===== src/rtl/dmem_arbiter.sv =====
// dmem_arbiter
// Shares the single data-memory port between the pipeline MEM stage (CPU
// port) and a word-wide DMA/loader port. The CPU wins by default; a
// starvation counter forces a DMA grant after STARVE_LIMIT consecutive
// denials, and dma_lock lets the DMA keep the port for up to BURST_MAX
// back-to-back grants. Grants and memory commands are combinational in the
// request cycle; read data is registered and returned to the owner of the
// load one cycle later with a single-cycle valid pulse.
//
// Ports:
//   clk, rst_n                  clock, asynchronous active-low reset
//   cpu_req/we/addr/wdata/funct3  CPU access (byte address, size in funct3)
//   cpu_gnt, cpu_stall          CPU accepted / CPU must freeze this cycle
//   cpu_rvalid, cpu_rdata       registered CPU load return
//   dma_req/we/waddr/wdata/lock DMA word access (word address), burst hold
//   dma_gnt                     DMA accepted this cycle
//   dma_rvalid, dma_rdata       registered DMA read return
//   mem_read/write/a/wd/funct3  command to the data memory
//   mem_rd                      read data from the data memory
module dmem_arbiter #(
  parameter int DM_ADDRESS   = 9,
  parameter int DATA_W       = 32,
  parameter int STARVE_LIMIT = 4,
  parameter int BURST_MAX    = 8
) (
  input  logic                  clk,
  input  logic                  rst_n,
  input  logic                  cpu_req,
  input  logic                  cpu_we,
  input  logic [DM_ADDRESS-1:0] cpu_addr,
  input  logic [DATA_W-1:0]     cpu_wdata,
  input  logic [2:0]            cpu_funct3,
  output logic                  cpu_gnt,
  output logic                  cpu_stall,
  output logic                  cpu_rvalid,
  output logic [DATA_W-1:0]     cpu_rdata,
  input  logic                  dma_req,
  input  logic                  dma_we,
  input  logic [DM_ADDRESS-3:0] dma_waddr,
  input  logic [DATA_W-1:0]     dma_wdata,
  input  logic                  dma_lock,
  output logic                  dma_gnt,
  output logic                  dma_rvalid,
  output logic [DATA_W-1:0]     dma_rdata,
  output logic                  mem_read,
  output logic                  mem_write,
  output logic [DM_ADDRESS-1:0] mem_a,
  output logic [DATA_W-1:0]     mem_wd,
  output logic [2:0]            mem_funct3,
  input  logic [DATA_W-1:0]     mem_rd
);

  localparam logic [3:0] STARVE_LIM = 4'(STARVE_LIMIT);
  localparam logic [3:0] BURST_LIM  = 4'(BURST_MAX);

  // The state records who owned the previous grant.
  typedef enum logic [1:0] {
    IDLE      = 2'd0,
    CPU_OWN   = 2'd1,
    DMA_OWN   = 2'd2,
    DMA_BURST = 2'd3
  } state_t;

  state_t     state, state_nxt;
  logic [3:0] starve_cnt, starve_nxt;
  logic [3:0] burst_cnt, burst_nxt;
  logic       burst_hold;
  logic       dma_win;
  logic       cpu_win;

  // Arbitration. Gating with rst_n keeps every grant low while in reset,
  // which in turn silences the memory command outputs.
  always_comb begin
    burst_hold = (state == DMA_BURST) && dma_lock && (burst_cnt < BURST_LIM);
    dma_win    = rst_n && dma_req &&
                 (!cpu_req || (starve_cnt == STARVE_LIM) || burst_hold);
    cpu_win    = rst_n && cpu_req && !dma_win;
  end

  // State register together with the starvation and burst counters.
  always_ff @(posedge clk or negedge rst_n) begin
    if (!rst_n) begin
      state      <= IDLE;
      starve_cnt <= 4'd0;
      burst_cnt  <= 4'd0;
    end else begin
      state      <= state_nxt;
      starve_cnt <= starve_nxt;
      burst_cnt  <= burst_nxt;
    end
  end

  // Next ownership and counter values. A DMA grant that arrives after an
  // exhausted burst (or from any non-burst state) restarts the burst at 1.
  always_comb begin
    state_nxt  = IDLE;
    starve_nxt = starve_cnt;
    burst_nxt  = 4'd0;

    if (dma_win) begin
      state_nxt = dma_lock ? DMA_BURST : DMA_OWN;
      if ((state == DMA_BURST) && (burst_cnt < BURST_LIM))
        burst_nxt = burst_cnt + 4'd1;
      else
        burst_nxt = 4'd1;
    end else if (cpu_win) begin
      state_nxt = CPU_OWN;
    end

    if (!dma_req || dma_win)
      starve_nxt = 4'd0;
    else if (starve_cnt < STARVE_LIM)
      starve_nxt = starve_cnt + 4'd1;
  end

  // Grants, stall and the memory command driven from the winner.
  always_comb begin
    cpu_gnt    = cpu_win;
    dma_gnt    = dma_win;
    cpu_stall  = cpu_req && !cpu_win;
    mem_read   = 1'b0;
    mem_write  = 1'b0;
    mem_a      = '0;
    mem_wd     = '0;
    mem_funct3 = 3'b000;

    if (dma_win) begin
      mem_read   = !dma_we;
      mem_write  = dma_we;
      mem_a      = {dma_waddr, 2'b00};
      mem_wd     = dma_wdata;
      mem_funct3 = 3'b010;
    end else if (cpu_win) begin
      mem_read   = !cpu_we;
      mem_write  = cpu_we;
      mem_a      = cpu_addr;
      mem_wd     = cpu_wdata;
      mem_funct3 = cpu_funct3;
    end
  end

  // Read return: capture the memory data at the edge that ends the load
  // cycle and pulse the owner's valid for the following cycle. Reset drops
  // any load that was still in flight.
  always_ff @(posedge clk or negedge rst_n) begin
    if (!rst_n) begin
      cpu_rvalid <= 1'b0;
      dma_rvalid <= 1'b0;
      cpu_rdata  <= '0;
      dma_rdata  <= '0;
    end else begin
      cpu_rvalid <= cpu_win && !cpu_we;
      dma_rvalid <= dma_win && !dma_we;
      if (cpu_win && !cpu_we)
        cpu_rdata <= mem_rd;
      if (dma_win && !dma_we)
        dma_rdata <= mem_rd;
    end
  end

endmodule


===== config.mk =====
export PLATFORM = sky130hd
export DESIGN_NAME = dmem_arbiter
export DESIGN_NICKNAME = d
export VERILOG_FILES = /design/src/rtl/dmem_arbiter.sv
export SDC_FILE = /design/constraint.sdc
export NUM_CORES = 1
export LEC_CHECK = 0
export ABC_CLOCK_PERIOD_IN_PS = 2000
export CELL_PAD_IN_SITES_DETAIL_PLACEMENT = 0
export CELL_PAD_IN_SITES_GLOBAL_PLACEMENT = 1
export CORE_ASPECT_RATIO = 1.25
export CORE_MARGIN = 1
export CORE_UTILIZATION = 40
export DETAILED_ROUTE_END_ITERATION = 16
export DONT_BUFFER_PORTS = 1
export PLACE_DENSITY = 0.71
export SYNTH_ARGS = -nofsm -noshare
export SYNTH_HDL_FRONTEND = slang
export SYNTH_SLANG_ARGS = --single-unit

===== constraint.sdc =====
create_clock -name clk -period 2 [get_ports clk]
set_input_delay 0.2 -clock clk [delete_from_list [all_inputs] [get_ports clk]]
set_output_delay 0.2 -clock clk [all_outputs]
set_load 0.02 [all_outputs]

; ---- Word level (Yosys, flattened, before mapping)
; Index checks and enable logic that the tools add are counted.
[totals]
word_cells = 50
register_bits = 76
input_bits = 122
[classes]
magnitude_cmp = 2
addsub = 2
eq_ne = 2
n_reduce_logical = 20
muxes = 17
[op_table]
columns = operator, count
row1 = $mux 32, 2
row2 = $mux 9, 2
row3 = $mux 4, 4
row4 = $logic_and 1x1->1, 10
row5 = $add 4x1->4 const B, 2
row6 = $logic_not 1->1, 6
row7 = $mux 1, 6
row8 = $mux 3, 2
row9 = $eq 4x3->1 const B, 1
row10 = $lt 4x3->1 const B, 1
row11 = $lt 4x4->1 const B, 1
row12 = $logic_or 1x1->1, 3
row13 = $eq 2x2->1 const B, 1
row14 = $mux 2, 1
row15 = $reduce_bool 2->1, 1

; ---- Longest topological paths before layout
; Gate-level depths: netlist (run 1).
[logic_depth]
word_depth = 9
ltp_mapped = 6

; ---- Worst setup path before layout (run 1)
; Ideal clock, no wire load.
[synth_timing]
kind = reg-to-reg
start = register starve_cnt[0]
end = register cpu_rdata[10]
setup_ns = 0.125
arrival_ns = 1.829
required_ns = 1.875
path_slack_ns = 0.046
n_path_buf = 1
stages_incl_launch_ff = 7
path_cell_list = dfrtp_1 inv_1 ha_1 and4b_4 a2111oi_4 buf_6 mux2_4
[synth_between]
elab_chain_len = 7
[synth_lines]
columns = element, line_no
row1 = start: declaration, 65  ; logic [3:0] starve_cnt, starve_nxt;
row2 = start signal: assignment, 88  ; starve_cnt <= starve_nxt;
row3 = $eq 4x3->1, 76  ; (!cpu_req || (starve_cnt == STARVE_LIM) || burst_hold);
row4 = $logic_or 1x1->1 (2 in series), 76
row5 = $logic_and 1x1->1, 75  ; dma_win = rst_n && dma_req &&
row6 = $logic_not 1->1, 77  ; cpu_win = rst_n && cpu_req && !dma_win;
row7 = $logic_and 1x1->1, 77
row8 = $logic_and 1x1->1, 154  ; if (cpu_win && !cpu_we)
row9 = end signal: assignment, 155  ; cpu_rdata <= mem_rd;
row10 = end: declaration, 36  ; output logic [DATA_W-1:0] cpu_rdata,
; Every way passes these cells.
; A chain may end at the register's enable or synchronous reset.

; ---- Worst setup path in the final report (run 1)
[layout_timing]
start = register starve_cnt[1]
end = output cpu_stall
[layout_between]
elab_chain_len = 8
[layout_lines]
columns = element, line_no
row1 = $eq 4x3->1, 76
row2 = $logic_or 1x1->1 (2 in series), 76
row3 = $logic_and 1x1->1, 75
row4 = $logic_not 1->1, 77
row5 = $logic_and 1x1->1, 77
row6 = $logic_not 1->1, 120  ; cpu_stall = cpu_req && !cpu_win;
row7 = $logic_and 1x1->1, 120
row8 = end: declaration, 34  ; output logic cpu_stall,
; Every way passes these cells.

==> results.json, run 1 <==
{
  "status": "finished with violations",
  "violations": "setup timing",
  "yosysSeqAreaShare_pct": 53.7,
  "final_common_cell": "dfrtp_1",
  "worstReg2RegEnd": "dma_rdata[6]",
  "end_kind": "output pin",
  "cts.path.max_buffers": 2,
  "crit_family": "buffers and inverters",
  "hp-start": "cpu_we",
  "chipWidth_um": 86.2,
  "synth-seq-cells": 76,
  "hold_violations": 0,
  "antenna_found_initial": 1,
  "relSlewSlack_pct": 75.1,
  "multiInputGateArea_um2": 1900,
  "worst_slack_ns": -0.209,
  "drive_above_1_share_pct": 55.3,
  "numCtsBuffers": 9,
  "firstDrtPassIters": 4,
  "ff_latch_area_um2": 1900,
  "path_buf_inv": 4,
  "core_um2": 8650,
  "peakVddDrop_mv": 0.379,
  "yosysUniqueCellTypes": 36,
  "die-area_um2": 9240,
  "worstMarginPinSlew_ns": 0.373,
  "total_power_mw": 4.73,
  "wl_per_cell_um": 26.3,
  "route.vias.total": 2542,
  "grt_busiest_layer": "met2",
  "r2r-start": "starve_cnt[1]",
  "drt_iter0_markers": 101,
  "synth_edf_count": 0,
  "cpMostUsedCell": "buf_4",
  "use_met3_pct": 9.24,
  "finalSetupViolCount": 60,
  "min_to": "cpu_rvalid",
  "drc_errors": 0,
  "n_antenna_cell": 0,
  "grt_pass1_vias": 2452,
  "yosys_warnings": 0,
  "placed_cell_area_um2": 3850,
  "cts_tree": "yes",
  "met2_usage_pct": 39.5,
  "layout_common_cells": "76 x dfrtp_1, 35 x a22o_4, 35 x dlygate4sd3_1, 32 x mux2_2, 30 x mux2_4",
  "hp-class": "input pin to register",
  "cts.clk_slew.worst_paths_ns": 0.08,
  "crit_arrival_ns": 2.01,
  "startpoint_type": "register",
  "globalRouteMet1Util_pct": 23.8,
  "synth_area_per_cell_um2": 14.6,
  "root_buffer": "clkbuf_8",
  "synthFlopType": "dfrtp_1",
  "die_y_um": 107,
  "gp_congestion": 0.845,
  "async_flop_share_pct": 100,
  "reg2reg_depth": 8,
  "finalCritPeriodShare_pct": 110,
  "cp_max_fo": 6,
  "postSynthCellCount": 242,
  "vias_per_cell": 5.61,
  "critical_path_class": "register to output pin",
  "drv_cap": 0,
  "floorplan.initialDensity_pct": 41.0,
  "period_minus_slack_ns": 2.21,
  "cts_sinks": 76,
  "ioPinCount": 237,
  "syn-cell-area_um2": 3540,
  "cp_cell_sequence": "inv_1 -> ha_2 -> and4b_4 -> a211oi_4 -> buf_4 -> buf_16 -> nor2b_1 -> buf_4",
  "cpPeakStageDelay_ns": 0.35,
  "crit_required_ns": 1.80,
  "track_usage_pct": 22.6,
  "io_buffer_count": 0,
  "syn_nets": 367,
  "fin_skew_ns": 0.00816,
  "hpwl_um": 7460,
  "area_growth_pct": 49.8,
  "htree_levels": 3,
  "routed_wl_um": 11900,
  "row_count": 38,
  "nFillCells": 653,
  "drv_slew": 0,
  "p_leak_nw": 2.45,
  "hold_path_depth": 3,
  "grt_overflow": 0,
  "power_density_nw_per_um2": 890,
  "critical-path-slowest-cell": "dfrtp_1",
  "rsz0062_at_grt": "yes",
  "nets": 453,
  "ff2ff_setup_slack_ns": -0.03,
  "postRouteAntennaNets": 0,
  "clock_latency_ns": 0.35,
  "grt_pass1_wl_um": 14800,
  "final_cell_area_um2": 5310,
  "grt_start_max_net_pins": 77,
  "fmax_ghz": 0.453
}
==> worst reg2reg max path, delay by kind of cell, from the launching register on <==
family	cells	cell delay, ns
buf+inv	4	0.59
fa+ha+maj	1	0.17
compound gates	1	0.30
simple gates	1	0.14
mux	1	0.34
flops	1	0.38
==> kinds of logic (layout without fill, tap and decap cells) <==
family	Yosys count	count (layout)	synth area share, %
compound gates	49	49	12.9
xor+xnor	2	2	0.494
fa+ha+maj	3	3	1.06
buf+inv	18	109	3.21
flops	76	76	53.7
mux	65	65	23.6
simple gates	29	29	5.08
==> what timing repair did <==
item,in CTS,in global routing
endpoints found under the hold margin,145,0
setup endpoints to repair,49,68
resized for setup,48,49
hold buffers,36,0
pin swaps,5,34
cloned,2,9
setup buffers,8,16
==> per-layer routing <==
metal  part of all wire, %  routed length, um  vias up
met2                    51               6130      163
li1                      -                  -     1079
met3                    11               1270       24
met4                   2.6                308        2
met5                  0.14                 17        -
met1                    35               4210     1274
==> final cells by class <==
class	count	area share, %
Sequential cell	76	35.8
Multi-Input combinational cell	148	35.8
Timing Repair Buffer	91	20.9
Tap cell	120	2.83
Clock buffer	9	2.33
Clock inverter	7	2.14
Inverter	2	0.141
==> flip-flops by register name (all words and copies together), names as in the netlist <==
| signal | cells |
|---|---|
| dma_rvalid | 1 |
| starve_cnt | 4 |
| dma_rdata | 32 |
| cpu_rdata | 32 |
| cpu_rvalid | 1 |
| state | 2 |
| burst_cnt | 4 |
==> worst max path at each step <==
stage / start / to / slack [ns] / depth (start not counted)
after global placement: starve_cnt[1] / cpu_rdata[0] / 0.04 / 6
after global routing: starve_cnt[1] / cpu_stall / -0.29 / 8
after floorplan: starve_cnt[0] / cpu_rdata[10] / 0.05 / 6
final: starve_cnt[1] / cpu_stall / -0.21 / 8
after detailed placement: starve_cnt[1] / cpu_rdata[31] / 0.01 / 6
after CTS: starve_cnt[0] / mem_read / -0.23 / 6
==> cells in the mapped netlist, drive strengths merged, types with 2 or more instances <==
cell type,instances,share of area (%)
and3,5,0.88
and2,4,0.71
a31oi,2,0.35
clkbuf,5,0.53
nor2b,2,0.35
mux2,64,23
buf,11,2.5
and4b,2,0.67
nor2,5,0.53
ha,3,1.1
a22o,39,9.6
inv,2,0.21
dfrtp,76,54
nor3b,2,0.42
nand2,5,0.74
==> power by group <==
group | leakage, nW | switching (mW) | total [mW] | internal [mW]
Sequential | 0.924 | 0.576 | 2.40 | 1.82
Combinational | 1.41 | 0.376 | 0.948 | 0.572
Clock | 0.123 | 0.551 | 1.38 | 0.826
Total | 2.45 | 1.50 | 4.73 | 3.22
==> stage by stage <==
stage          hold slack, ns  utilization, %  std cells  setup WS [ns]  TNS [ns]
6_report                0.185            61.4        453         -0.209     -8.34
5_1_grt                 0.160            61.4        453         -0.287    -12.69
4_1_cts                0.0550            54.6        431         -0.226     -6.78
3_5_place_dp          -0.0936            44.4        369         0.0139         0
3_3_place_gp          -0.0936            44.4        369         0.0366         0
2_1_floorplan         -0.0956               -        242         0.0459         0
Note: power is estimated with default switching activity, not from simulation.
==> inputs of run 2 (changes only) <==
- ABC_AREA: default -> 1
- CORE_UTILIZATION: 40 -> 38
- PLACE_DENSITY: 0.71 -> 0.74
==> run 2 against run 1 <==
  * The flow now finishes without violations
  * Clock-buffer cell count rose by 3
  * Sequential power decreased by 4%
  * Critical path depth is the same
  * Via count increased by 34%
  * Total power fell by 3.8%
  * Register-to-register slack better by 0.28 ns
  * Largest cell class unchanged
  * Highest routed layer is now met4
==> results.json, run 2 <==
{
  "status": "complete, no violations",
  "cts.path.max_buffers": 2,
  "ff2ff_setup_slack_ns": 0.25,
  "synthFlopType": "dfrtp_1",
  "worstMarginPinSlew_ns": 0.376,
  "cp_max_fo": 15,
  "crit_arrival_ns": 1.79,
  "syn-cell-area_um2": 3720,
  "hp-class": "input pin to register",
  "antenna_found_initial": 0,
  "grt_pass1_wl_um": 18200,
  "yosysUniqueCellTypes": 22,
  "cts_tree": "yes",
  "final_util_pct": 52.6,
  "dp_slack_ns": 0.144,
  "nets": 654,
  "min_to": "dma_rdata[4]",
  "synth-seq-cells": 76,
  "hold_violations": 0,
  "peakVddDrop_mv": 0.363,
  "cp_cell_sequence": "inv_2 -> ha_4 -> nand3_4 -> nand3_4 -> nand2_8 -> bufbuf_16 -> nand3_1 -> nand2_2",
  "area_growth_pct": 35.3,
  "cpPeakStageDelay_ns": 0.37,
  "reg_top3": "cpu_rdata (32), dma_rdata (32)",
  "drive_above_1_share_pct": 21.5,
  "fin_skew_ns": 0.00656,
  "track_usage_pct": 23.7,
  "gp_congestion": 0.798,
  "synth_simple_gate_area_share_pct": 39.9,
  "synth_top_family_by_area": "simple AND/OR/NAND/NOR gates",
  "hold_path_depth": 2,
  "synth_compound_area_share_pct": 0.538,
  "row_count": 40,
  "cpMostUsedCell": "nand3_4",
  "core_um2": 9560,
  "async_flop_share_pct": 100,
  "synthAdderAreaFrac_pct": 1.01,
  "finalSetupViolCount": 0,
  "drc_errors": 0,
  "synth_mux_area_share_pct": 0,
  "post-synth-top-area-cell": "dfrtp_1",
  "yosys_warnings": 0,
  "final_common_cell": "nand2_1",
  "reg2reg_depth": 11,
  "root_buffer": "clkbuf_16",
  "worstReg2RegEnd": "cpu_rdata[1]",
  "grt_start_max_net_pins": 77,
  "yosysSeqAreaShare_pct": 51.1,
  "numCtsBuffers": 9,
  "grt_overflow": 0,
  "n_antenna_cell": 0,
  "critical_path_class": "register to output pin",
  "die-area_um2": 10200,
  "clock_latency_ns": 0.33,
  "ff_latch_area_um2": 1900,
  "p_leak_nw": 2.60,
  "nFillCells": 919,
  "relSlewSlack_pct": 74.9,
  "synth.most_common_cell": "nand2_1",
  "drv_slew": 0,
  "synth_top_area_share_pct": 51.1,
  "syn_nets": 602,
  "htree_levels": 3,
  "hp-start": "mem_rd[4]",
  "r2r-start": "starve_cnt[0]",
  "rsz0062_at_grt": "yes",
  "synth_area_leaders": "dfrtp_1 51%, nand2_1 25%, nand4_1 5.7%",
  "end_kind": "output pin",
  "synth_area_per_cell_um2": 7.80,
  "vias_per_cell": 5.17,
  "critical-path-slowest-cell": "dfrtp_1",
  "layout_common_cells": "213 x nand2_1, 76 x dfrtp_1, 35 x nand3_1, 34 x nand4_1, 33 x dlygate4sd3_1",
  "chipWidth_um": 90.5,
  "startpoint_type": "register",
  "synth_xor_area_share_pct": 0.471,
  "ioPinCount": 237,
  "period_minus_slack_ns": 1.99,
  "synth_edf_count": 0,
  "crit_required_ns": 1.80,
  "grt_pass1_vias": 3349,
  "drv_cap": 0,
  "multiInputGateArea_um2": 1760,
  "drt_iter0_markers": 179,
  "fmax_ghz": 0.503,
  "cts_sinks": 76,
  "die_y_um": 113,
  "yosys-top-cells-count": "248 x nand2_1, 76 x dfrtp_1, 40 x nand3_1",
  "postSynthCellCount": 477,
  "route.vias.total": 3412,
  "floorplan.initialDensity_pct": 38.9,
  "firstDrtPassIters": 4,
  "hpwl_um": 8440,
  "routed_wl_um": 12200,
  "worst_slack_ns": 0.0112,
  "io_buffer_count": 0,
  "wl_per_cell_um": 18.5,
  "postRouteAntennaNets": 0,
  "finalCritPeriodShare_pct": 99.4,
  "cts.clk_slew.worst_paths_ns": 0.05,
  "power_density_nw_per_um2": 904
}
run 2: changes by cell type after synthesis, sizes merged, moves of 3 or more:
| cell | delta |
|---|---|
| a21oi | +3 |
| a22o | -39 |
| buf | +18 |
| nand2 | +245 |
| nand4 | +34 |
| mux2 | -64 |
| nand3 | +42 |
| and3 | -5 |
| inv | +15 |
| nor2 | +8 |
| and2 | -4 |
run 2: logic make-up (layout without fill, tap and decap cells):
logic type	Yosys count	count (layout)
compound gates	4	4
flops	76	76
simple gates	342	342
xor+xnor	2	2
buf+inv	50	107
fa+ha+maj	3	3
run 2: worst max path at each step:
stage / start / to / slack [ns] / depth (start not counted)
5_1_grt: starve_cnt[0] / mem_wd[14] / -0.06 / 8
3_5_place_dp: starve_cnt[0] / cpu_rdata[5] / 0.14 / 10
3_3_place_gp: starve_cnt[0] / cpu_rdata[8] / 0.18 / 10
2_1_floorplan: starve_cnt[0] / cpu_stall / 0.29 / 9
4_1_cts: starve_cnt[0] / mem_wd[23] / -0.001 / 8
6_report: starve_cnt[0] / mem_wd[25] / 0.01 / 8
run 2: metrics by stage:
stage                     hold slack [ns]  TNS [ns]  cells  area, um^2  power (mW)
after floorplan                   -0.0956         0    477        3720        2.72
after global placement            -0.0942         0    598        4000        2.91
after detailed placement          -0.0942         0    598        4000        2.93
after CTS                        0.000358  -0.00142    657        4920        4.57
after global routing               0.0108    -0.940    660        5030        4.76
final                              0.0108         0    660        5030        4.55
run 2: layout make-up:
cell class | count | area share (%)
sequential | 76 | 37.8
inverter | 18 | 1.54
tap | 126 | 3.13
timing repair buffer | 73 | 17.2
clock inverter | 4 | 0.497
clock buffer | 12 | 4.90
multi-input combinational | 351 | 34.9
run 2: power breakdown:
part / internal, mW / switching [mW] / total (mW)
clock: 0.869 / 0.588 / 1.46
sequential: 1.80 / 0.518 / 2.31
combinational: 0.319 / 0.456 / 0.775
total: 2.98 / 1.56 / 4.55
run 2: critical path: cells and delay by family (launching register included):
| kind | cells | cell delay (ns) |
|---|---|---|
| and+or+nand+nor | 5 | 0.57 |
| adders and majority gates | 1 | 0.16 |
| buffers and inverters | 2 | 0.36 |
| DFF | 1 | 0.37 |
run 2: timing repair:
item | in CTS | in global routing
setup buffers | 5 | 3
endpoints found under the setup margin | 48 | 34
cloned | 4 | 0
hold endpoints to repair | 108 | 0
pin swaps | 5 | 10
resized for setup | 48 | 21
hold buffers | 34 | 0
run 2: layer usage:
metal  track usage [%]  vias to the layer above  wire length (um)
met5                 0                        -                 0
met4              8.39                        0               231
met3              9.76                       15              1150
met2              39.8                      176              6020
met1              27.2                     1600              4790
li1                  -                     1621                 -
==> inputs of run 3 (changes only) <==
--- a/config.mk
+++ b/config.mk
@@ -12,8 +12,8 @@
 export CORE_ASPECT_RATIO = 1.25
 export CORE_MARGIN = 1
-export CORE_UTILIZATION = 38
+export CORE_UTILIZATION = 35
 export DETAILED_ROUTE_END_ITERATION = 16
 export DONT_BUFFER_PORTS = 1
-export PLACE_DENSITY = 0.74
+export PLACE_DENSITY = 0.7
 export SYNTH_ARGS = -nofsm -noshare
 export SYNTH_HDL_FRONTEND = slang
==> constraint.sdc (replaced) <==
create_clock -name clk -period 2 [get_ports clk]
set_input_delay 0.4 -clock clk [delete_from_list [all_inputs] [get_ports clk]]
set_output_delay 0.4 -clock clk [all_outputs]
set_load 0.02 [all_outputs]
==> run 3 against run 2 <==
  * The flow now finishes with violations (hold timing, setup timing)
  * Clock-buffer cell count fell by 1
  * Clock skew rose by 0.0011 ns
  * Global-route usage fell by 0.92 points
  * Worst hold slack got worse by 0.26 ns
  * Combinational power rose by 11%
  * Via count rose by 0.91%
  * Fmax fell by 7.9%
  * Utilization rose by 0.26 points
  * Clock power rose by 22%
  * Critical endpoint is now mem_funct3[2]
  * Register-to-register slack got worse by 0.29 ns
  * Critical path depth rose by 2
==> results.json, run 3 (synthesis results as in run 2) <==
{
  "hp-class": "input pin to async pin",
  "cts_tree": "yes",
  "total_power_mw": 4.95,
  "wl_per_cell_um": 20.1,
  "vias_per_cell": 5.25,
  "nets": 645,
  "worst_slack_ns": -0.159,
  "drt_iter0_markers": 184,
  "reg2reg_depth": 16,
  "gp_congestion": 0.739,
  "drv_slew": 0,
  "cts.path.max_buffers": 2,
  "finalCritPeriodShare_pct": 108,
  "drv_cap": 0,
  "crit_required_ns": 1.60,
  "grt_busiest_layer": "met2",
  "cp_cell_sequence": "inv_2 -> ha_4 -> nand3_4 -> nand3_4 -> nand2_8 -> buf_12 -> nand2_8 -> buf_4 -> nor2_4 -> buf_6",
  "chipWidth_um": 94.2,
  "violations": "hold timing, setup timing",
  "route.vias.total": 3443,
  "startpoint_type": "register",
  "root_buffer": "clkbuf_16",
  "cpPeakStageDelay_ns": 0.36,
  "grt_start_max_net_pins": 79,
  "finalSetupViolCount": 50,
  "cts_sinks": 76,
  "worstMarginPinSlew_ns": 0.420,
  "cp_num_cells": 10,
  "placed_cell_area_um2": 4080,
  "firstDrtPassIters": 4,
  "crit_arrival_ns": 1.76,
  "final_cell_area_um2": 5400,
  "power_density_nw_per_um2": 917,
  "die-area_um2": 11000,
  "globalRouteMet1Util_pct": 25.4,
  "met2_usage_pct": 36.4,
  "track_usage_pct": 22.8,
  "antenna_found_initial": 5,
  "crit_family": "buffers and inverters",
  "ioPinCount": 237,
  "critPathCapture": "mem_funct3[2]",
  "final_common_cell": "nand2_1",
  "dp_slack_ns": 0.0466,
  "grt_overflow": 0,
  "status": "finished with violations",
  "row_count": 41,
  "hpwl_um": 9070,
  "postRouteAntennaNets": 0,
  "peakVddDrop_mv": 0.362,
  "critical_path_class": "register to output pin",
  "fmax_ghz": 0.463,
  "hold_slack_ns": -0.250,
  "critical-path-slowest-cell": "dfrtp_1",
  "reg_top3": "cpu_rdata (32), dma_rdata (32)",
  "drc_errors": 0,
  "dp.cells": 607,
  "worstReg2RegEnd": "starve_cnt[1]",
  "drive_above_1_share_pct": 34.9,
  "routed_wl_um": 13200,
  "cp_max_fo": 4,
  "path_buf_inv": 4,
  "area_growth_pct": 45.2,
  "ff2ff_setup_slack_ns": -0.04,
  "period_minus_slack_ns": 2.16,
  "htree_levels": 3,
  "io_buffer_count": 0,
  "core_um2": 10200,
  "use_met3_pct": 11.8,
  "grt_pass1_wl_um": 18500,
  "clock_latency_ns": 0.34,
  "p_leak_nw": 2.76,
  "grt_pass1_vias": 3303,
  "fin_skew_ns": 0.00767,
  "rsz0062_at_grt": "yes",
  "cts.clk_slew.worst_paths_ns": 0.06,
  "numCtsBuffers": 9,
  "r2r-start": "starve_cnt[1]",
  "hold_violations": 76,
  "layout.cells.non_filler": 656,
  "setup.worst_path.start": "starve_cnt[0]",
  "layout_common_cells": "174 x nand2_1, 76 x dfrtp_1, 38 x nand2_4, 36 x nand2_2",
  "nFillCells": 913,
  "end_kind": "output pin",
  "die_y_um": 117,
  "relSlewSlack_pct": 71.9,
  "floorplan.initialDensity_pct": 36.4
}
==> run 3: cell count changes in the layout (fill, tap and decap cells not counted), sizes merged <==
| cell | change |
|---|---|
| bufinv | +2 |
| buf | +23 |
| bufbuf | -1 |
| clkinv | -1 |
| clkbuf | +1 |
| diode | +2 |
| dlygate4sd3 | -33 |
==> run 3: worst min path at each step <==
stage                from           end  slack (ns)  cells past startpoint
global route        rst_n  cpu_rdata[6]       -0.26                      0
detailed placement  rst_n  dma_rdata[8]        0.11                      0
CTS                 rst_n  dma_rdata[8]       -0.26                      0
global placement    rst_n  dma_rdata[8]        0.11                      0
finish              rst_n  dma_rdata[8]       -0.25                      0
floorplan           rst_n  burst_cnt[0]        0.10                      0
==> run 3: routing by layer <==
metal  wire, um  up-vias
met5         62        -
li1           -     1606
met1       4750     1630
met3       1690       27
met2       6370      172
met4        293        8
==> run 3: what timing repair did <==
action | in CTS | in global routing
gates resized for setup | 121 | 56
setup buffers | 20 | 6
endpoints found under the hold margin | 76 | 76
gates cloned | 3 | 2
pin swaps | 27 | 29
endpoints found under the setup margin | 49 | 50
==> run 3: power by group <==
part | switching [mW] | leakage [nW] | total, mW | internal, mW
Clock | 0.648 | 0.152 | 1.78 | 1.13
Sequential | 0.517 | 0.965 | 2.31 | 1.80
Combinational | 0.469 | 1.64 | 0.857 | 0.387
==> run 3: metrics by stage <==
step	TNS, ns	utilization [%]
3_5_place_dp	0	39.9
6_report	-6.07	52.9
4_1_cts	-8.90	49.7
5_1_grt	-8.95	52.9
2_1_floorplan	0	-
3_3_place_gp	0	39.9
==> run 3: layout make-up <==
class | instances | area (um^2) | area share, %
Timing Repair Buffer | 64 | 856 | 15.9
Clock inverter | 5 | 83.8 | 1.55
Clock buffer | 11 | 243 | 4.50
Inverter | 18 | 85.1 | 1.58
Tap cell | 129 | 161 | 2.99
Multi-Input combinational cell | 351 | 2060 | 38.2
Sequential cell | 76 | 1900 | 35.2
Antenna cell | 2 | 5.00 | 0.0927
